$ cat src/rtl/apb2axi_read_collector_if.sv
// Signal bundle between the AXI R channel, the issue directory, the RDF and the completion FIFO.
// The master modport is the collector's view; the slave modport is the surrounding environment.
interface apb2axi_read_collector_if #(
    parameter int TAG_NUM    = 4,
    parameter int AXI_ID_W   = 4,
    parameter int AXI_DATA_W = 64
);
    localparam int TAG_W = (TAG_NUM > 1) ? $clog2(TAG_NUM) : 1;

    typedef struct packed {
        logic [TAG_W-1:0]      tag;
        logic [AXI_DATA_W-1:0] data;
        logic [1:0]            resp;
        logic                  last;
    } rdf_entry_t;

    typedef struct packed {
        logic [TAG_W-1:0] tag;
        logic [1:0]       resp;
        logic             err;
    } completion_entry_t;

    logic                  dir_rc_issue_vld;
    logic [TAG_W-1:0]      dir_rc_issue_tag;
    logic [7:0]            dir_rc_issue_len;
    logic                  m_axi_rvalid;
    logic                  m_axi_rready;
    logic [AXI_ID_W-1:0]   m_axi_rid;
    logic [AXI_DATA_W-1:0] m_axi_rdata;
    logic [1:0]            m_axi_rresp;
    logic                  m_axi_rlast;
    logic                  rdf_push_vld;
    rdf_entry_t            rdf_push_payload;
    logic                  rdf_push_rdy;
    logic                  cq_push_vld;
    completion_entry_t     cq_push_data;
    logic                  cq_push_rdy;
    logic                  rc_err_unexp;
    logic [TAG_NUM-1:0]    rc_active;

    modport master (
        input  dir_rc_issue_vld, dir_rc_issue_tag, dir_rc_issue_len,
        input  m_axi_rvalid, m_axi_rid, m_axi_rdata, m_axi_rresp, m_axi_rlast,
        output m_axi_rready,
        output rdf_push_vld, rdf_push_payload,
        input  rdf_push_rdy,
        output cq_push_vld, cq_push_data,
        input  cq_push_rdy,
        output rc_err_unexp, rc_active
    );

    modport slave (
        output dir_rc_issue_vld, dir_rc_issue_tag, dir_rc_issue_len,
        output m_axi_rvalid, m_axi_rid, m_axi_rdata, m_axi_rresp, m_axi_rlast,
        input  m_axi_rready,
        input  rdf_push_vld, rdf_push_payload,
        output rdf_push_rdy,
        input  cq_push_vld, cq_push_data,
        output cq_push_rdy,
        input  rc_err_unexp, rc_active
    );
endinterface

$ cat src/rtl/apb2axi_read_collector.sv
// Collects AXI R beats per tag, forwards them into the RDF and queues one completion per finished read.
// Both output stages are registered; R is back-pressured whenever either stage could not take a beat.
module apb2axi_read_collector #(
    parameter int TAG_NUM    = 4,
    parameter int AXI_ID_W   = 4,
    parameter int AXI_DATA_W = 64,
    parameter int CPL_DEPTH  = 4
) (
    input logic pclk,
    input logic preset,
    apb2axi_read_collector_if.master bus
);
    localparam int TAG_W = (TAG_NUM > 1) ? $clog2(TAG_NUM) : 1;
    localparam int CQ_AW = (CPL_DEPTH > 1) ? $clog2(CPL_DEPTH) : 1;
    localparam logic [CQ_AW:0]    CQ_FULL   = (CQ_AW + 1)'(CPL_DEPTH);
    localparam logic [CQ_AW:0]    CNT_ONE   = (CQ_AW + 1)'(1);
    localparam logic [CQ_AW-1:0]  PTR_ONE   = CQ_AW'(1);
    localparam logic [AXI_ID_W:0] TAG_LIMIT = (AXI_ID_W + 1)'(TAG_NUM);

    logic [TAG_NUM-1:0] active;
    logic [7:0]         len_q [TAG_NUM];
    logic [7:0]         cnt_q [TAG_NUM];
    logic [1:0]         acc_q [TAG_NUM];

    logic                  rdf_vld;
    logic [TAG_W-1:0]      rdf_tag;
    logic [AXI_DATA_W-1:0] rdf_data;
    logic [1:0]            rdf_resp;
    logic                  rdf_last;
    logic                  unexp_q;

    logic [TAG_W+2:0] cq_mem [CPL_DEPTH];
    logic [CQ_AW-1:0] wr_ptr;
    logic [CQ_AW-1:0] rd_ptr;
    logic [CQ_AW:0]   cq_count;

    logic [TAG_W-1:0] rtag;
    logic [TAG_W-1:0] itag;
    logic             rready;
    logic             beat;
    logic             tag_ok;
    logic             hit;
    logic             final_beat;
    logic             closing;
    logic             beat_err;
    logic             issue_ok;
    logic             cq_push;
    logic             cq_pop;
    logic [1:0]       new_resp;

    assign rtag   = bus.m_axi_rid[TAG_W-1:0];
    assign itag   = bus.dir_rc_issue_tag;
    // Conservative ready: never looks at rlast, so a full completion queue stalls every beat.
    assign rready = (!rdf_vld || bus.rdf_push_rdy) && (cq_count != CQ_FULL) && !preset;
    assign beat   = bus.m_axi_rvalid && rready;
    assign tag_ok = {1'b0, bus.m_axi_rid} < TAG_LIMIT;
    assign cq_push = closing;
    assign cq_pop  = (cq_count != '0) && bus.cq_push_rdy;

    always_comb begin
        hit        = beat && tag_ok && active[rtag];
        final_beat = cnt_q[rtag] == len_q[rtag];
        closing    = hit && (final_beat || bus.m_axi_rlast);
        beat_err   = bus.m_axi_rlast != final_beat;
        new_resp   = (bus.m_axi_rresp > acc_q[rtag]) ? bus.m_axi_rresp : acc_q[rtag];
        // A tag closing this cycle may be re-issued at once; the new read starts next cycle.
        issue_ok   = bus.dir_rc_issue_vld && (!active[itag] || (closing && rtag == itag));
    end

    always_ff @(posedge pclk) begin
        if (preset) begin
            active <= '0;
            for (int i = 0; i < TAG_NUM; i++) begin
                len_q[i] <= '0;
                cnt_q[i] <= '0;
                acc_q[i] <= '0;
            end
        end else begin
            for (int i = 0; i < TAG_NUM; i++) begin
                if (hit && rtag == TAG_W'(i)) begin
                    cnt_q[i] <= cnt_q[i] + 8'd1;
                    acc_q[i] <= new_resp;
                    if (closing) begin
                        active[i] <= 1'b0;
                    end
                end
                if (issue_ok && itag == TAG_W'(i)) begin
                    active[i] <= 1'b1;
                    len_q[i]  <= bus.dir_rc_issue_len;
                    cnt_q[i]  <= '0;
                    acc_q[i]  <= '0;
                end
            end
        end
    end

    always_ff @(posedge pclk) begin
        if (preset) begin
            rdf_vld  <= 1'b0;
            rdf_tag  <= '0;
            rdf_data <= '0;
            rdf_resp <= '0;
            rdf_last <= 1'b0;
            unexp_q  <= 1'b0;
        end else begin
            unexp_q <= beat && !hit;
            if (hit) begin
                rdf_vld  <= 1'b1;
                rdf_tag  <= rtag;
                rdf_data <= bus.m_axi_rdata;
                rdf_resp <= bus.m_axi_rresp;
                rdf_last <= final_beat || bus.m_axi_rlast;
            end else if (bus.rdf_push_rdy) begin
                rdf_vld <= 1'b0;
            end
        end
    end

    always_ff @(posedge pclk) begin
        if (preset) begin
            wr_ptr   <= '0;
            rd_ptr   <= '0;
            cq_count <= '0;
        end else begin
            if (cq_push) begin
                wr_ptr <= wr_ptr + PTR_ONE;
            end
            if (cq_pop) begin
                rd_ptr <= rd_ptr + PTR_ONE;
            end
            if (cq_push && !cq_pop) begin
                cq_count <= cq_count + CNT_ONE;
            end else if (!cq_push && cq_pop) begin
                cq_count <= cq_count - CNT_ONE;
            end
        end
    end

    // Entry storage needs no reset; the pointers and count define what is valid.
    always_ff @(posedge pclk) begin
        if (cq_push) begin
            cq_mem[wr_ptr] <= {rtag, new_resp, beat_err};
        end
    end

    assign bus.m_axi_rready     = rready;
    assign bus.rdf_push_vld     = rdf_vld;
    assign bus.rdf_push_payload = {rdf_tag, rdf_data, rdf_resp, rdf_last};
    assign bus.cq_push_vld      = cq_count != '0;
    assign bus.cq_push_data     = (cq_count != '0) ? cq_mem[rd_ptr] : '0;
    assign bus.rc_err_unexp     = unexp_q;
    assign bus.rc_active        = active;
endmodule

$ cat src/flat_wrapper.sv
// flat-port wrapper written by rule: the top's interface ports become plain ports
module apb2axi_read_collector_flat 
#(
    parameter int TAG_NUM    = 4,
    parameter int AXI_ID_W   = 4,
    parameter int AXI_DATA_W = 64,
    parameter int CPL_DEPTH  = 4
)
  (pclk, preset, bus_dir_rc_issue_vld, bus_dir_rc_issue_tag, bus_dir_rc_issue_len, bus_m_axi_rvalid, bus_m_axi_rid, bus_m_axi_rdata, bus_m_axi_rresp, bus_m_axi_rlast, bus_m_axi_rready, bus_rdf_push_vld, bus_rdf_push_payload, bus_rdf_push_rdy, bus_cq_push_vld, bus_cq_push_data, bus_cq_push_rdy, bus_rc_err_unexp, bus_rc_active);
  apb2axi_read_collector_if #(.TAG_NUM(TAG_NUM), .AXI_ID_W(AXI_ID_W), .AXI_DATA_W(AXI_DATA_W)) bus_i ();
  input logic pclk;
  input logic preset;
  input wire logic [$bits(bus_i.dir_rc_issue_vld)-1:0] bus_dir_rc_issue_vld;
  input wire logic [$bits(bus_i.dir_rc_issue_tag)-1:0] bus_dir_rc_issue_tag;
  input wire logic [$bits(bus_i.dir_rc_issue_len)-1:0] bus_dir_rc_issue_len;
  input wire logic [$bits(bus_i.m_axi_rvalid)-1:0] bus_m_axi_rvalid;
  input wire logic [$bits(bus_i.m_axi_rid)-1:0] bus_m_axi_rid;
  input wire logic [$bits(bus_i.m_axi_rdata)-1:0] bus_m_axi_rdata;
  input wire logic [$bits(bus_i.m_axi_rresp)-1:0] bus_m_axi_rresp;
  input wire logic [$bits(bus_i.m_axi_rlast)-1:0] bus_m_axi_rlast;
  output wire logic [$bits(bus_i.m_axi_rready)-1:0] bus_m_axi_rready;
  output wire logic [$bits(bus_i.rdf_push_vld)-1:0] bus_rdf_push_vld;
  output wire logic [$bits(bus_i.rdf_push_payload)-1:0] bus_rdf_push_payload;
  input wire logic [$bits(bus_i.rdf_push_rdy)-1:0] bus_rdf_push_rdy;
  output wire logic [$bits(bus_i.cq_push_vld)-1:0] bus_cq_push_vld;
  output wire logic [$bits(bus_i.cq_push_data)-1:0] bus_cq_push_data;
  input wire logic [$bits(bus_i.cq_push_rdy)-1:0] bus_cq_push_rdy;
  output wire logic [$bits(bus_i.rc_err_unexp)-1:0] bus_rc_err_unexp;
  output wire logic [$bits(bus_i.rc_active)-1:0] bus_rc_active;
  assign bus_i.dir_rc_issue_vld = bus_dir_rc_issue_vld;
  assign bus_i.dir_rc_issue_tag = bus_dir_rc_issue_tag;
  assign bus_i.dir_rc_issue_len = bus_dir_rc_issue_len;
  assign bus_i.m_axi_rvalid = bus_m_axi_rvalid;
  assign bus_i.m_axi_rid = bus_m_axi_rid;
  assign bus_i.m_axi_rdata = bus_m_axi_rdata;
  assign bus_i.m_axi_rresp = bus_m_axi_rresp;
  assign bus_i.m_axi_rlast = bus_m_axi_rlast;
  assign bus_m_axi_rready = bus_i.m_axi_rready;
  assign bus_rdf_push_vld = bus_i.rdf_push_vld;
  assign bus_rdf_push_payload = bus_i.rdf_push_payload;
  assign bus_i.rdf_push_rdy = bus_rdf_push_rdy;
  assign bus_cq_push_vld = bus_i.cq_push_vld;
  assign bus_cq_push_data = bus_i.cq_push_data;
  assign bus_i.cq_push_rdy = bus_cq_push_rdy;
  assign bus_rc_err_unexp = bus_i.rc_err_unexp;
  assign bus_rc_active = bus_i.rc_active;
  apb2axi_read_collector #(.TAG_NUM(TAG_NUM), .AXI_ID_W(AXI_ID_W), .AXI_DATA_W(AXI_DATA_W), .CPL_DEPTH(CPL_DEPTH)) u_core (.pclk(pclk), .preset(preset), .bus(bus_i));
endmodule
$ cat config.mk
export PLATFORM = sky130hd
export DESIGN_NAME = apb2axi_read_collector_flat
export DESIGN_NICKNAME = d
export VERILOG_FILES = /design/src/rtl/apb2axi_read_collector_if.sv /design/src/rtl/apb2axi_read_collector.sv /design/src/flat_wrapper.sv
export SDC_FILE = /design/constraint.sdc
export NUM_CORES = 1
export LEC_CHECK = 0
export BUFFER_PORTS_ARGS = -buffer_cell sky130_fd_sc_hd__buf_4
export CAP_MARGIN = 40
export CORE_AREA = 2 2 145 147
export DETAILED_ROUTE_END_ITERATION = 7
export DIE_AREA = 0 0 147 149
export PLACE_DENSITY = 0.67
export REMOVE_ABC_BUFFERS = 1
export SETUP_SLACK_MARGIN = 0.2
export SLEW_MARGIN = 20
export SYNTH_ARGS = -nofsm -noshare
export SYNTH_HDL_FRONTEND = slang
export SYNTH_SLANG_ARGS = --single-unit
$ cat constraint.sdc
create_clock -name pclk -period 4.05 [get_ports pclk]
set_input_delay 0 -clock pclk [delete_from_list [all_inputs] [get_ports pclk]]
set_output_delay 0 -clock pclk [all_outputs]
set_load 0.02 [all_outputs]
==> key figures <==
Die
  • Die H: approximately 150 µm
  • Starting Density: around 40%
  • I/O Pins: ~170
  • Die Area: 21900 µm²
  • Num rows: 53
  • Core area: roughly 21000 µm²
  • DIE WIDTH: about 150 µm

Critical path
  • CP max FO: 11
  • CP required: 4170 ps
  • Startpoint Class: flip-flop
  • WP data arrival: 3650 ps
  • Crit. End Element: flip-flop
  • Crit path from: u_core.cnt_q[1][0]
  • Flop2flop setup slack: approximately 530 ps
  • R2R Path End: u_core.cnt_q[0][6]
  • R2R Path Start: u_core.cnt_q[1][0]
  • FF-to-FF path depth: 10
  • Worst Setup Path Type: reg -> reg

Drt
  • Remaining antenna violation count after routing: 0
  • Iter 0 DRT Violations: 504
  • Vias/cell: between 5 and 6
  • Routed WL per cell: 17.3 µm
  • DRC errors left: 0
  • Routed WL: 21.6 mm
  • Pre-antenna DRT Iters: 4
  • Via count: between 6000 and 7000

Min path
  • Worst Hold Endpoint: u_core.cq_mem[3][4]
  • Hold Path Origin: bus_m_axi_rid[1]
  • Cells on Worst Hold Path: 1
  • Hold/Removal Path Class: in -> reg

CTS
  • Clock Sinks: approximately 180
  • Root Driver: clkbuf_16
  • Postcts setup bufs: 0
  • Clk slew on worst S/H paths: roughly 70 ps
  • CTS H-tree lvls: 4
  • Clk_lat worst skew: 420 ps
  • Num CTS Buffers: 17
  • Longest Clk Path Bufs: 2
  • TritonCTS clock tree: built

Timing
  • Setup TNS: 0 ps
  • Min Tclk post-route: between 3000 and 4000 ps
  • Fin. Hold Viols: 0
  • Fmax: about 280 MHz
  • Setup Viol. Count Final: 0
  • Rel. slew slack: between 50% and 60%
  • Crit share post-route: 87.0%
  • Worst slew pin tran: 685 ps
  • RSZ-0062 raised after global routing: no
  • Worst Clk Skew: between 10 and 15 ps
  • Max Slew Vio Count: 0

Place
  • RePlAce Congestion: approximately 0.82
  • Dpl hpwl: roughly 14 mm
  • Post-Place Cells: between 1000 and 1500
  • Port bufs: ~170

Global routing
  • Antenna violations before repair: 0
  • GR Util All Layers: 19.7%
  • Grt ovf: 0
  • Largest net degree at the start of global routing: 69
  • Wire length of the first global-routing pass: 34.1 mm
  • Vias in the first global route: 6496

Job
  • Maxcap violations: 0

Cells and area
  • Non-filler cells in the finished layout: about 1200
  • Layout Nets: 1061
  • Area delta synth->final: 35.1%
  • Filler Cell Count: roughly 1800
  • ANT cells: 0
  • Final core utilization: around 53%
  • Layout cells sized above 1: 25.9%

Synthesis
  • Simple-gate portion of the synthesized area: roughly 15%
  • Commonest cells in the netlist: 92 x edfxtp_1, 84 x dfxtp_1, 83 x nand3_1
  • Asr flop ratio synth: 0%
  • Post-synthesis sequential area ratio: around 55%
  • Post-synthesis xor/xnor area fraction: between 4 and 5%
  • Post-synthesis cell count: approximately 740
  • Share of synthesized area spent on multiplexers: 7.10%
  • Synth cell types: 52
  • Largest area contributor in the netlist: edfxtp_1
  • Synth Flop Type: edfxtp_1
  • Adder-Cell Fraction of Synth Area: 2.27%
  • Post-synth top area share: around 34%
  • Number of synthesized register bits: approximately 180
  • Number of flops mapped to enable cells by yosys: between 90 and 100
  • Ys Warns: 0
  • Post-synthesis compound-gate area fraction: between 10% and 20%
  • Main area contributors after synthesis: edfxtp_1 34%, dfxtp_1 21%, mux4_2 6.7%
  • Largest family of logic cells by synthesized area: simple AND/OR/NAND/NOR gates
  • Most common cell in the netlist: edfxtp_1
  • Synth Area per Inst: 10.8 µm²
  • Mapped cell area: just over 8000 µm²

Pwr
  • Leakage: around 4.1 nW
  • Cell Pwr Density: 404 nW/µm²
  • Worst VDD drop: approximately 0.27 mV
  • Power Total: 0.00440 W

Status
  • Status: completed
## metrics by stage
step           worst slack (ps)  cell area [µm²]  hold WS (ps)
6_report                    527            10900          50.3
5_1_grt                     314            10900          36.0
4_1_cts                     405            10900          31.2
3_5_place_dp                389             9520           206
3_3_place_gp                418             9490           203
2_1_floorplan              26.7             7760          69.1
## repair_timing
action | in CTS | in global routing
endpoints found under the setup margin | 0 | 10
gates resized for setup | 0 | 1
hold buffers | 77 | 0
endpoints found under the hold margin | 96 | 0
## flip-flops by register name, summed over array words and instances, names as in the netlist, named ones only
| signal | flops |
|---|---|
| u_core.rdf_data | 64 |
| u_core.cnt_q | 32 |
| u_core.len_q | 32 |
| u_core.cq_mem | 20 |
| u_core.acc_q | 8 |
| u_core.bus.rc_active | 4 |
| u_core.cq_count | 3 |
| u_core.rd_ptr | 2 |
| u_core.rdf_resp | 2 |
| u_core.rdf_tag | 2 |
| u_core.wr_ptr | 2 |
| u_core.bus.rc_err_unexp | 1 |
| u_core.bus.rdf_push_vld | 1 |
| u_core.rdf_last | 1 |
## area by class of cell
class	count	area [µm²]	share of cell area (%)
timing repair buffer	262	2180	20.0
clock inverter	13	163	1.49
clock buffer	19	433	3.98
inverter	19	71.3	0.655
sequential	176	4440	40.8
multi-input combinational	484	3250	29.9
tap	275	344	3.16
## logic make-up after synthesis
family / after synthesis
AOI/OAI and AO/OA: 168
xor gates and xnor gates: 37
adders and majority gates: 14
buffers and inverters: 83
DFF: 176
muxes: 27
and+or+nand+nor: 238
## power by group
group	internal, W	switching (W)
Clock	0.000972	0.000684
Combinational	0.000334	0.000406
Sequential	0.00195	0.0000594
## critical path: stages (launching register included)
cell and delay [ps]:
edfxtp_1 480, mux4_2 500, xor2_1 170, nor4_1 300, nand2_1 130, ha_1 330
or2_2 400, nor3_2 210, a31oi_2 270, o21ai_1 210, buf_4 220
## how the worst max path moves through the flow
stage | cells past startpoint | endpoint | slack [ps]
3_5_place_dp | 11 | u_core.cnt_q[0][6] | 390
4_1_cts | 10 | u_core.cnt_q[0][6] | 400
3_3_place_gp | 11 | u_core.cnt_q[0][6] | 420
2_1_floorplan | 4 | u_core.acc_q[3][0] | 30
6_report | 10 | u_core.cnt_q[0][6] | 530
5_1_grt | 10 | u_core.cnt_q[0][6] | 310
## layout by cell type (no fill, tap or decap), types with 3 or more instances in the layout
cell type        n
buf_4          184
edfxtp_1        92
dfxtp_1         84
nand3_1         82
dlygate4sd3_1   77
a21oi_1         72
o21ai_0         71
nor2_1          54
xor2_1          27
mux4_2          24
inv_1           19
nand2_1         18
nor3b_1         17
clkbuf_16       17
nor3_1          15
ha_1            13
and2_1          12
xnor2_1         10
o21ai_1          7
and3_1           7
nand2b_1         6
or3_1            5
clkinvlp_4       4
a31oi_2          3
a31oi_1          3
nand4_1          3
bufinv_16        3
## per-layer routing
| metal | track usage [%] | wire (µm) | vias to the layer above |
|---|---|---|---|
| met3 | 5.26 | 1380 | 38 |
| met1 | 25.3 | 9070 | 3195 |
| met4 | 6.83 | 454 | 0 |
| li1 | - | - | 3133 |
| met5 | 0 | 0 | - |
| met2 | 32.3 | 10700 | 239 |
Note: power is estimated with default switching activity, not from simulation.
